<file path="src/rtl/darkflash_pkg.sv">
// darkflash_pkg: shared types and constants for the darkflash SPI flash
// read bridge.
//   state_t           : transaction FSM states
//   DEFAULT_FLASH_CMD : SPI READ opcode used unless overridden
//   CMD_BITS/ADDR_END/DATA_END : cumulative bit-counter phase boundaries
//   BIT_W / DIV_W     : widths of the bit counter and the SCK divider
//   swap_bytes()      : reverses byte order of a 32-bit word
package darkflash_pkg;

  typedef enum logic [2:0] {
    IDLE,
    CMD,
    ADDR,
    DATA,
    DONE,
    GUARD
  } state_t;

  localparam logic [7:0] DEFAULT_FLASH_CMD = 8'h03;

  localparam int CMD_BITS = 8;
  localparam int ADDR_END = 32;
  localparam int DATA_END = 64;

  localparam int BIT_W = 6;
  localparam int DIV_W = 8;

  function automatic logic [31:0] swap_bytes(input logic [31:0] w);
    return {w[7:0], w[15:8], w[23:16], w[31:24]};
  endfunction

endpackage

</file>
<file path="src/rtl/darkflash_sckgen.sv">
// darkflash_sckgen: SPI mode-0 clock generator.
//   clk   : system clock (XCLK)
//   rst_n : asynchronous active-low reset
//   run   : high while chip select is asserted; low forces SCK idle low
//   sck   : SPI clock, toggles every CLKDIV clk cycles while run is high
//   rise  : single-cycle strobe, SCK goes high at the next clk edge
//   fall  : single-cycle strobe, SCK goes low at the next clk edge
module darkflash_sckgen
  import darkflash_pkg::*;
#(
  parameter int CLKDIV = 2
) (
  input  logic clk,
  input  logic rst_n,
  input  logic run,
  output logic sck,
  output logic rise,
  output logic fall
);

  localparam logic [DIV_W-1:0] DIV_LAST = DIV_W'(CLKDIV - 1);

  logic [DIV_W-1:0] div_cnt;
  logic             wrap;

  // The strobes announce the toggle that the coming edge will perform, so
  // the parent can act on the same edge that moves SCK.
  assign wrap = run && (div_cnt == DIV_LAST);
  assign rise = wrap && !sck;
  assign fall = wrap && sck;

  always_ff @(posedge clk or negedge rst_n) begin
    if (!rst_n) begin
      div_cnt <= '0;
      sck     <= 1'b0;
    end else if (!run) begin
      div_cnt <= '0;
      sck     <= 1'b0;
    end else if (wrap) begin
      div_cnt <= '0;
      sck     <= ~sck;
    end else begin
      div_cnt <= div_cnt + DIV_W'(1);
    end
  end

endmodule

</file>
<file path="src/rtl/darkflash.sv">
// darkflash: memory-mapped read-only bridge to a SPI NOR flash.
// A read (enable && RD while idle) issues READ opcode + 24-bit word-aligned
// address, clocks in 32 data bits and returns them little-endian.
//   XCLK, XRES      : clock, asynchronous active-low reset
//   enable, RD, WR  : decoder select, read strobe, write strobe (ignored)
//   addr            : flash-relative byte address (bits 23:2 used)
//   data_o, ready   : read word, one-cycle valid pulse
//   busy            : transaction in flight (including deselect guard)
//   spi_cs_n, spi_sck, spi_mosi, spi_miso : SPI mode-0 flash pins
module darkflash
  import darkflash_pkg::*;
#(
  parameter int         CLKDIV    = 2,
  parameter logic [7:0] FLASH_CMD = DEFAULT_FLASH_CMD
) (
  input  logic        XCLK,
  input  logic        XRES,
  input  logic        enable,
  input  logic        RD,
  input  logic        WR,
  input  logic [31:0] addr,
  output logic [31:0] data_o,
  output logic        ready,
  output logic        busy,
  output logic        spi_cs_n,
  output logic        spi_sck,
  output logic        spi_mosi,
  input  logic        spi_miso
);

  localparam logic [DIV_W-1:0] DIV_LAST = DIV_W'(CLKDIV - 1);
  localparam logic [BIT_W-1:0] CMD_LAST  = BIT_W'(CMD_BITS - 1);
  localparam logic [BIT_W-1:0] ADDR_LAST = BIT_W'(ADDR_END - 1);
  localparam logic [BIT_W-1:0] DATA_LAST = BIT_W'(DATA_END - 1);

  state_t           state, next_state;
  logic [BIT_W-1:0] bit_cnt;
  logic [DIV_W-1:0] guard_cnt;
  logic [31:0]      tx_sr;
  logic [31:0]      rx_sr;
  logic             run, start, sck_rise, sck_fall;
  logic             unused_inputs;

  // Flash is read-only and word-addressed inside a 16 MiB window.
  assign unused_inputs = ^{WR, addr[31:24], addr[1:0]};

  assign busy     = (state != IDLE);
  assign start    = enable && RD && !busy;
  assign run      = (state == CMD) || (state == ADDR) || (state == DATA);
  assign spi_mosi = tx_sr[31];

  darkflash_sckgen #(.CLKDIV(CLKDIV)) u_sckgen (
    .clk   (XCLK),
    .rst_n (XRES),
    .run   (run),
    .sck   (spi_sck),
    .rise  (sck_rise),
    .fall  (sck_fall)
  );

  always_ff @(posedge XCLK or negedge XRES) begin
    if (!XRES) state <= IDLE;
    else       state <= next_state;
  end

  // Phase changes happen on the falling SCK that closes each phase's last bit.
  always_comb begin
    next_state = state;
    case (state)
      IDLE:    if (start) next_state = CMD;
      CMD:     if (sck_fall && bit_cnt == CMD_LAST)  next_state = ADDR;
      ADDR:    if (sck_fall && bit_cnt == ADDR_LAST) next_state = DATA;
      DATA:    if (sck_fall && bit_cnt == DATA_LAST) next_state = DONE;
      DONE:    next_state = GUARD;
      GUARD:   if (guard_cnt == DIV_LAST) next_state = IDLE;
      default: next_state = IDLE;
    endcase
  end

  always_ff @(posedge XCLK or negedge XRES) begin
    if (!XRES) begin
      bit_cnt   <= '0;
      guard_cnt <= '0;
      tx_sr     <= '0;
      rx_sr     <= '0;
      data_o    <= '0;
      ready     <= 1'b0;
      spi_cs_n  <= 1'b1;
    end else begin
      ready <= 1'b0;
      if (state == IDLE && start) begin
        // Opcode and address go out as one 32-bit MSB-first stream; the
        // first bit is presented together with chip-select assertion.
        tx_sr    <= {FLASH_CMD, addr[23:2], 2'b00};
        bit_cnt  <= '0;
        spi_cs_n <= 1'b0;
      end
      if (sck_rise && state == DATA) rx_sr <= {rx_sr[30:0], spi_miso};
      if (sck_fall) begin
        bit_cnt <= bit_cnt + BIT_W'(1);
        if (state != DATA) tx_sr <= {tx_sr[30:0], 1'b0};
      end
      if (state == DATA && next_state == DONE) begin
        // rx_sr holds the first byte in its top lane; flip to little-endian.
        spi_cs_n <= 1'b1;
        ready    <= 1'b1;
        data_o   <= swap_bytes(rx_sr);
      end
      if (state == DONE)       guard_cnt <= '0;
      else if (state == GUARD) guard_cnt <= guard_cnt + DIV_W'(1);
    end
  end

endmodule
</file>
<file path="config.mk">
export PLATFORM = sky130hd
export DESIGN_NAME = darkflash
export DESIGN_NICKNAME = d
export VERILOG_FILES = /design/src/rtl/darkflash_pkg.sv /design/src/rtl/darkflash_sckgen.sv /design/src/rtl/darkflash.sv
export SDC_FILE = /design/constraint.sdc
export NUM_CORES = 1
export LEC_CHECK = 0
export ABC_AREA = 1
export ABC_CLOCK_PERIOD_IN_PS = 1400
export CELL_PAD_IN_SITES_DETAIL_PLACEMENT = 1
export CELL_PAD_IN_SITES_GLOBAL_PLACEMENT = 2
export CORE_MARGIN = 5
export CORE_UTILIZATION = 30
export CTS_BUF_LIST = sky130_fd_sc_hd__clkbuf_8
export DETAILED_ROUTE_END_ITERATION = 7
export PLACE_DENSITY = 0.78
export REMOVE_ABC_BUFFERS = 1
export SYNTH_ARGS = -nofsm -noshare
export SYNTH_HDL_FRONTEND = slang
export SYNTH_SLANG_ARGS = --single-unit
</file>
<file path="constraint.sdc">
create_clock -name XCLK -period 1.4 [get_ports XCLK]
set_input_delay 0.14 -clock XCLK [delete_from_list [all_inputs] [get_ports XCLK]]
set_output_delay 0.14 -clock XCLK [all_outputs]
set_load 0.02 [all_outputs]
</file>
==> results.json, run 1 <==
{
  "cts-buffers-inserted": 17,
  "synth_seq_cells": 124,
  "drtIter0Drc": 177,
  "cts_tree": "done",
  "viasPerCell": 4.67,
  "final_area_sq_um": 8210,
  "rows": 49,
  "antenna_found_initial": 0,
  "cts.sinks": 124,
  "stdcell_count": 1038,
  "netlist_area_sq_um": 5460,
  "slew_headroom": 0.770,
  "final_nets": 840,
  "setup_violations": 108,
  "drc": 0,
  "clock.fmax_mhz": 563,
  "postSynthAreaPerCell_sq_um": 8.18,
  "rsz0062_at_grt": "yes",
  "gp_congestion": 0.730,
  "final.fill_count": 2054,
  "critPathLaunch": "u_sckgen.div_cnt[1]",
  "ff2ff_path_depth": 10,
  "start_util": 0.304,
  "io_buffers": 63,
  "mostFrequentLayoutCell": "nand2_1",
  "clk_path_buf_depth": 2,
  "cts.clk_slew.worst_paths_ps": 80,
  "drt-total-wl_mm": 16.9,
  "dieArea_sq_um": 21000,
  "grt_usage": 0.158,
  "area_growth_pct": 50.5,
  "fin_hold_ws_ps": 122,
  "p_per_area_nw_per_um2": 890,
  "clk_latency_ps": 460,
  "netlist_instances": 667,
  "drv_cap": 0,
  "dr.pass1.iters": 4,
  "ios": 75,
  "drtAntennaViolNets": 0,
  "p_leak_nw": 4.29,
  "die_x_um": 145,
  "grt-ovfl-total": 0,
  "worst_ep_arrival_time_ps": 2120,
  "finClkSkew_ps": 8.94,
  "grt_pass1_wl_mm": 26.2,
  "violations": "negative setup slack",
  "hold_class": "in2async",
  "endpoint": "rx_sr[26]",
  "netlist-cell-type-count": 24,
  "finalHoldViolCount": 0,
  "grt_pass1_vias": 5268,
  "regToRegStartpoint": "u_sckgen.div_cnt[1]",
  "yosysWarnings": 0,
  "dpl-instance-area_sq_um": 6650,
  "min_period_ps": 1780,
  "wl_per_cell_um": 16.3,
  "tightest_slew_ps": 342,
  "root_buffer": "clkbuf_8",
  "cp.required_ps": 1740,
  "mostFrequentLayoutCells": "249 x nand2_1, 122 x dfrtp_1, 67 x nand2_2",
  "die_h_um": 145,
  "vdd_drop_max_mv": 0.522,
  "dr_total_vias": 4844,
  "critPathLaunchType": "flop",
  "fin_crit_sh": 1.27,
  "core_sq_um": 18000,
  "setup.worst_path.end_class": "flop",
  "crit_fanout": 8,
  "drive_gt1_frac": 0.320,
  "worstSetupPathType": "reg2reg",
  "reg2reg_slack_ps": -380,
  "yosysSeqAreaShare": 0.569,
  "fin_ws_ps": -375,
  "grt_max_degree": 61,
  "dp.final_hpwl_mm": 9.41,
  "diodes": 0,
  "place_inst": 973,
  "outcome": "finished with violations",
  "ctsHtreeMaxLevel": 4,
  "final_max_slew_viol_count": 0,
  "rr_endpoint": "rx_sr[26]"
}
-- final cells by class --
class	count	area, sq um	area share
flip-flops and latches	124	3110	0.378
multi-input cells	484	2670	0.325
repair buffers	138	1550	0.189
well taps	229	287	0.0349
clock buffers	20	275	0.0335
clock inverters	11	168	0.0204
inverters	30	128	0.0155
repair inverters	2	22.5	0.00274
-- power by group --
group / switching, W / total (W) / internal (W)
logic: 0.0000859 / 0.000162 / 0.0000761
registers: 0 / 0.00358 / 0.00358
clock network: 0.00150 / 0.00356 / 0.00206
total: 0.00158 / 0.00730 / 0.00572
-- worst max-delay path, cell delays in order, from the launching register on --
cell and delay (ps):
dfrtp_1 400, inv_2 70, ha_4 130, nand2_4 50, nor2_4 190, nand2_2 120
nor2_4 170, nand2_4 140, clkbuf_16 210, nand2_1 100, nand2_1 70
-- worst min path at each step --
stage          from    endpoint  slack, ps  cells after the start
2_1_floorplan  XRES  bit_cnt[0]       -160                      0
3_3_place_gp   XRES   data_o[7]         50                      1
3_5_place_dp   XRES   data_o[7]         60                      1
4_1_cts        XRES   data_o[5]        120                      2
5_1_grt        XRES   data_o[5]        130                      2
6_report       XRES   data_o[5]        120                      2
-- synth_stat cells --
master | instances | share of area
nand2_1 | 349 | 0.24
o22ai_1 | 4 | 0.0046
xor2_1 | 6 | 0.0096
nor3_1 | 10 | 0.0092
o21ai_0 | 20 | 0.018
buf_4 | 7 | 0.0096
a21oi_1 | 4 | 0.0037
dfstp_2 | 1 | 0.0048
inv_2 | 4 | 0.0028
clkbuf_1 | 2 | 0.0014
xnor2_1 | 1 | 0.0016
nand3b_1 | 1 | 0.0014
ha_1 | 5 | 0.011
buf_6 | 2 | 0.0041
nor2_2 | 5 | 0.0057
nand4_1 | 2 | 0.0023
mux2i_1 | 2 | 0.0037
nand3_2 | 2 | 0.0037
inv_1 | 26 | 0.018
nand3_1 | 47 | 0.043
dfrtp_1 | 123 | 0.56
nor2_1 | 25 | 0.017
buf_2 | 18 | 0.017
nor3_4 | 1 | 0.0030
-- state kept, by name (all words and copies together) (netlist names), 3 cells and up --
| name | cells |
|---|---|
| data_o | 32 |
| rx_sr | 32 |
| tx_sr | 32 |
| guard_cnt | 8 |
| u_sckgen.div_cnt | 8 |
| bit_cnt | 6 |
| state | 3 |
-- repair_timing --
item                                   in CTS  in global routing
setup endpoints to repair                 147                118
endpoints found under the hold margin     123                  0
hold buffers                                1                  0
cloned                                      8                  8
pin swaps                                  13                 41
setup buffers                              10                 10
gates resized for setup                   111                161
-- layer usage --
| layer | track usage | vias up | wire length [um] |
|---|---|---|---|
| li1 | - | 2339 | - |
| met1 | 0.204 | 2426 | 7500 |
| met4 | 0.0501 | 0 | 299 |
| met3 | 0.0325 | 22 | 401 |
| met5 | 0 | - | 0 |
| met2 | 0.268 | 57 | 8730 |
-- logic make-up (layout without fill, tap and decap cells) --
family | after synthesis | in the layout | share of synthesized area
buffers and inverters | 59 | 201 | 0.0523
adders and majority gates | 5 | 5 | 0.0115
and+or+nand+nor | 442 | 442 | 0.326
DFF | 124 | 124 | 0.569
muxes | 2 | 2 | 0.00367
xor gates and xnor gates | 7 | 7 | 0.0112
AOI/OAI and AO/OA | 28 | 28 | 0.0266
-- per-stage QoR --
stage          setup slack (ps)   util  total power, W  TNS, ps
3_5_place_dp               -384  0.370         0.00382   -29880
4_1_cts                    -261  0.419         0.00739   -19450
3_3_place_gp               -255  0.370         0.00381   -21250
5_1_grt                    -451  0.457         0.00756   -40140
2_1_floorplan             -1410      -         0.00365  -109140
6_report                   -375  0.457         0.00730   -30180
Note: power is estimated with default switching activity, not from simulation.
==> run 2: changes to the inputs <==
ABC_CLOCK_PERIOD_IN_PS = 1500   (was 1400)
SKIP_CTS_REPAIR_TIMING = 1   (was default)
clock period = 1.5 ns   (was 1.4 ns; I/O delays follow)
==> run 2 against run 1 <==
  * The flow still finishes with violations (negative setup slack)
  * Clock skew decreased by 1.2 ps
  * Worst hold slack gained 120 ps
  * Routed wire length decreased by 11%
  * Design area fell by 6.8%
  * Die area is the same
  * Sequential share of layout area is 2.8 points higher
  * Power fell by 7.6%
  * Combinational power shrank 7%
  * Count of clock-buffer cells in the layout fell by 2
  * Critical path type unchanged
==> results.json, run 2 (same netlist as run 1, synthesis figures left out) <==
{
  "outcome": "finished with violations",
  "violations": "negative setup slack",
  "stdcell_count": 1024,
  "switching_share": 0.220,
  "utilization": 0.426,
  "crit_fanout": 8,
  "worstSetupPathType": "reg2reg",
  "grt-ovfl-total": 0,
  "mostFrequentLayoutCells": "309 x nand2_1, 122 x dfrtp_1, 45 x nand3_1",
  "pre_cts_ws_ps": -278,
  "clk_latency_ps": 440,
  "critPathBufInv": 3,
  "dr.pass1.iters": 5,
  "drtIter0Drc": 214,
  "start_util": 0.304,
  "top_regs": "data_o (32), rx_sr (32), tx_sr (32)",
  "p_leak_nw": 4.50,
  "final_area_sq_um": 7650,
  "viasPerCell": 4.60,
  "setup_violations": 104,
  "cp.required_ps": 1870,
  "dieArea_sq_um": 21000,
  "vdd_drop_max_mv": 0.620,
  "cts_tree": "done",
  "max_stage_delay_ps": 390,
  "cts.clk_slew.worst_paths_ps": 80,
  "gp_congestion": 0.737,
  "grt_pass1_vias": 5025,
  "critPathTopFamily": "simple AND/OR/NAND/NOR gates",
  "drt-total-wl_mm": 15.0,
  "finalHoldViolCount": 0,
  "cts.sinks": 124,
  "final_max_slew_viol_count": 0,
  "internal-power_w": 0.00527,
  "dpl-instance-area_sq_um": 6640,
  "die_x_um": 145,
  "drtAntennaViolNets": 0,
  "min_period_ps": 1790,
  "grt_usage": 0.141,
  "power_frac_comb": 0.022,
  "place_inst": 973,
  "root_buffer": "clkbuf_8",
  "worst_ep_arrival_time_ps": 2160,
  "p_per_area_nw_per_um2": 882,
  "crit_chain": "inv_1 -> ha_2 -> nand2_2 -> nor2_4 -> buf_6 -> nand4_1 -> nor2_4 -> clkbuf_16 -> nand2_2 -> nand2_1",
  "tightest_slew_ps": 503,
  "dr_total_vias": 4713,
  "wl_per_cell_um": 14.7,
  "antenna_found_initial": 0,
  "die_h_um": 145,
  "drive_gt1_frac": 0.196,
  "critPathLaunchType": "flop",
  "clock.fmax_mhz": 560,
  "core_sq_um": 18000,
  "grt_max_degree": 74,
  "clk_path_buf_depth": 2,
  "p_seq_frac": 0.495,
  "drv_cap": 0,
  "fin_crit_sh": 1.19,
  "clockPowerShare": 0.483,
  "ios": 75,
  "area_growth_pct": 40.3,
  "final_nets": 825,
  "rsz0062_at_grt": "yes",
  "hold_class": "in2async",
  "fin_ws_ps": -285,
  "slew_headroom": 0.661,
  "finClkSkew_ps": 7.78,
  "diodes": 0,
  "regToRegStartpoint": "u_sckgen.div_cnt[1]",
  "slowest_stage": "dfrtp_1",
  "setup.worst_path.end_class": "flop",
  "ctsHtreeMaxLevel": 4,
  "io_buffers": 63,
  "critPathLaunch": "u_sckgen.div_cnt[1]",
  "mostFrequentLayoutCell": "nand2_1",
  "grt_pass1_wl_mm": 23.7,
  "dp.final_hpwl_mm": 9.30,
  "drc": 0,
  "rows": 49,
  "cts-buffers-inserted": 17,
  "p_switching_w": 0.00148
}
## run 2: layout make-up
type | count | area, sq um
Fill cell | 2093 | 10300
Tap cell | 229 | 287
Clock inverter | 14 | 194
Timing Repair Buffer | 125 | 1450
Multi-Input combinational cell | 484 | 2240
Inverter | 30 | 120
Sequential cell | 124 | 3110
Clock buffer | 18 | 248
## run 2: per-layer routing
metal | part of all wire | vias to the layer above | GRT usage
li1 | - | 2306 | -
met1 | 0.47 | 2340 | 0.182
met2 | 0.49 | 56 | 0.232
met3 | 0.027 | 11 | 0.0345
met4 | 0.012 | 0 | 0.0515
met5 | 0 | - | 0
## run 2: worst paths after layout
| kind | end | slack (ps) | cells after the start |
|---|---|---|---|
| hold reg to reg | data_o[26] | 470 | 2 |
| setup / recovery | data_o[2] | -290 | 10 |
| setup reg to reg | data_o[2] | -290 | 10 |
| min in group XCLK | rx_sr[0] | 320 | 3 |
| hold / removal | guard_cnt[3] | 240 | 3 |
| max in group asynchronous | spi_cs_n | 850 | 3 |
## run 2: metrics by stage
stage | hold slack [ps] | total power (W) | setup TNS (ps)
4_1_cts | -302 | 0.00686 | -24300
3_3_place_gp | 187 | 0.00356 | -11650
3_5_place_dp | 190 | 0.00356 | -18560
5_1_grt | 283 | 0.00704 | -29470
2_1_floorplan | -146 | 0.00341 | -98440
6_report | 243 | 0.00675 | -19260
## run 2: worst register-to-register path: cells and delay by family (launching register included)
family | cells | cell delay [ps]
DFF | 1 | 390
adders and majority gates | 1 | 160
and+or+nand+nor | 6 | 780
buffers and inverters | 3 | 400
## run 2: power groups by stage
stage	Sequential (W)	Clock, W	Combinational (W)
after floorplan	0.00341	0	0.00000105
after global placement	0.00341	0	0.000153
after detailed placement	0.00341	0	0.000156
after CTS	0.00334	0.00337	0.000156
after global routing	0.00334	0.00353	0.000170
final	0.00334	0.00326	0.000151
==> run 3: changes to the inputs <==
CAP_MARGIN = 20   (was default)
==> results of run 3 <==
Final layout, timing and power as in run 2 (identical DEF).
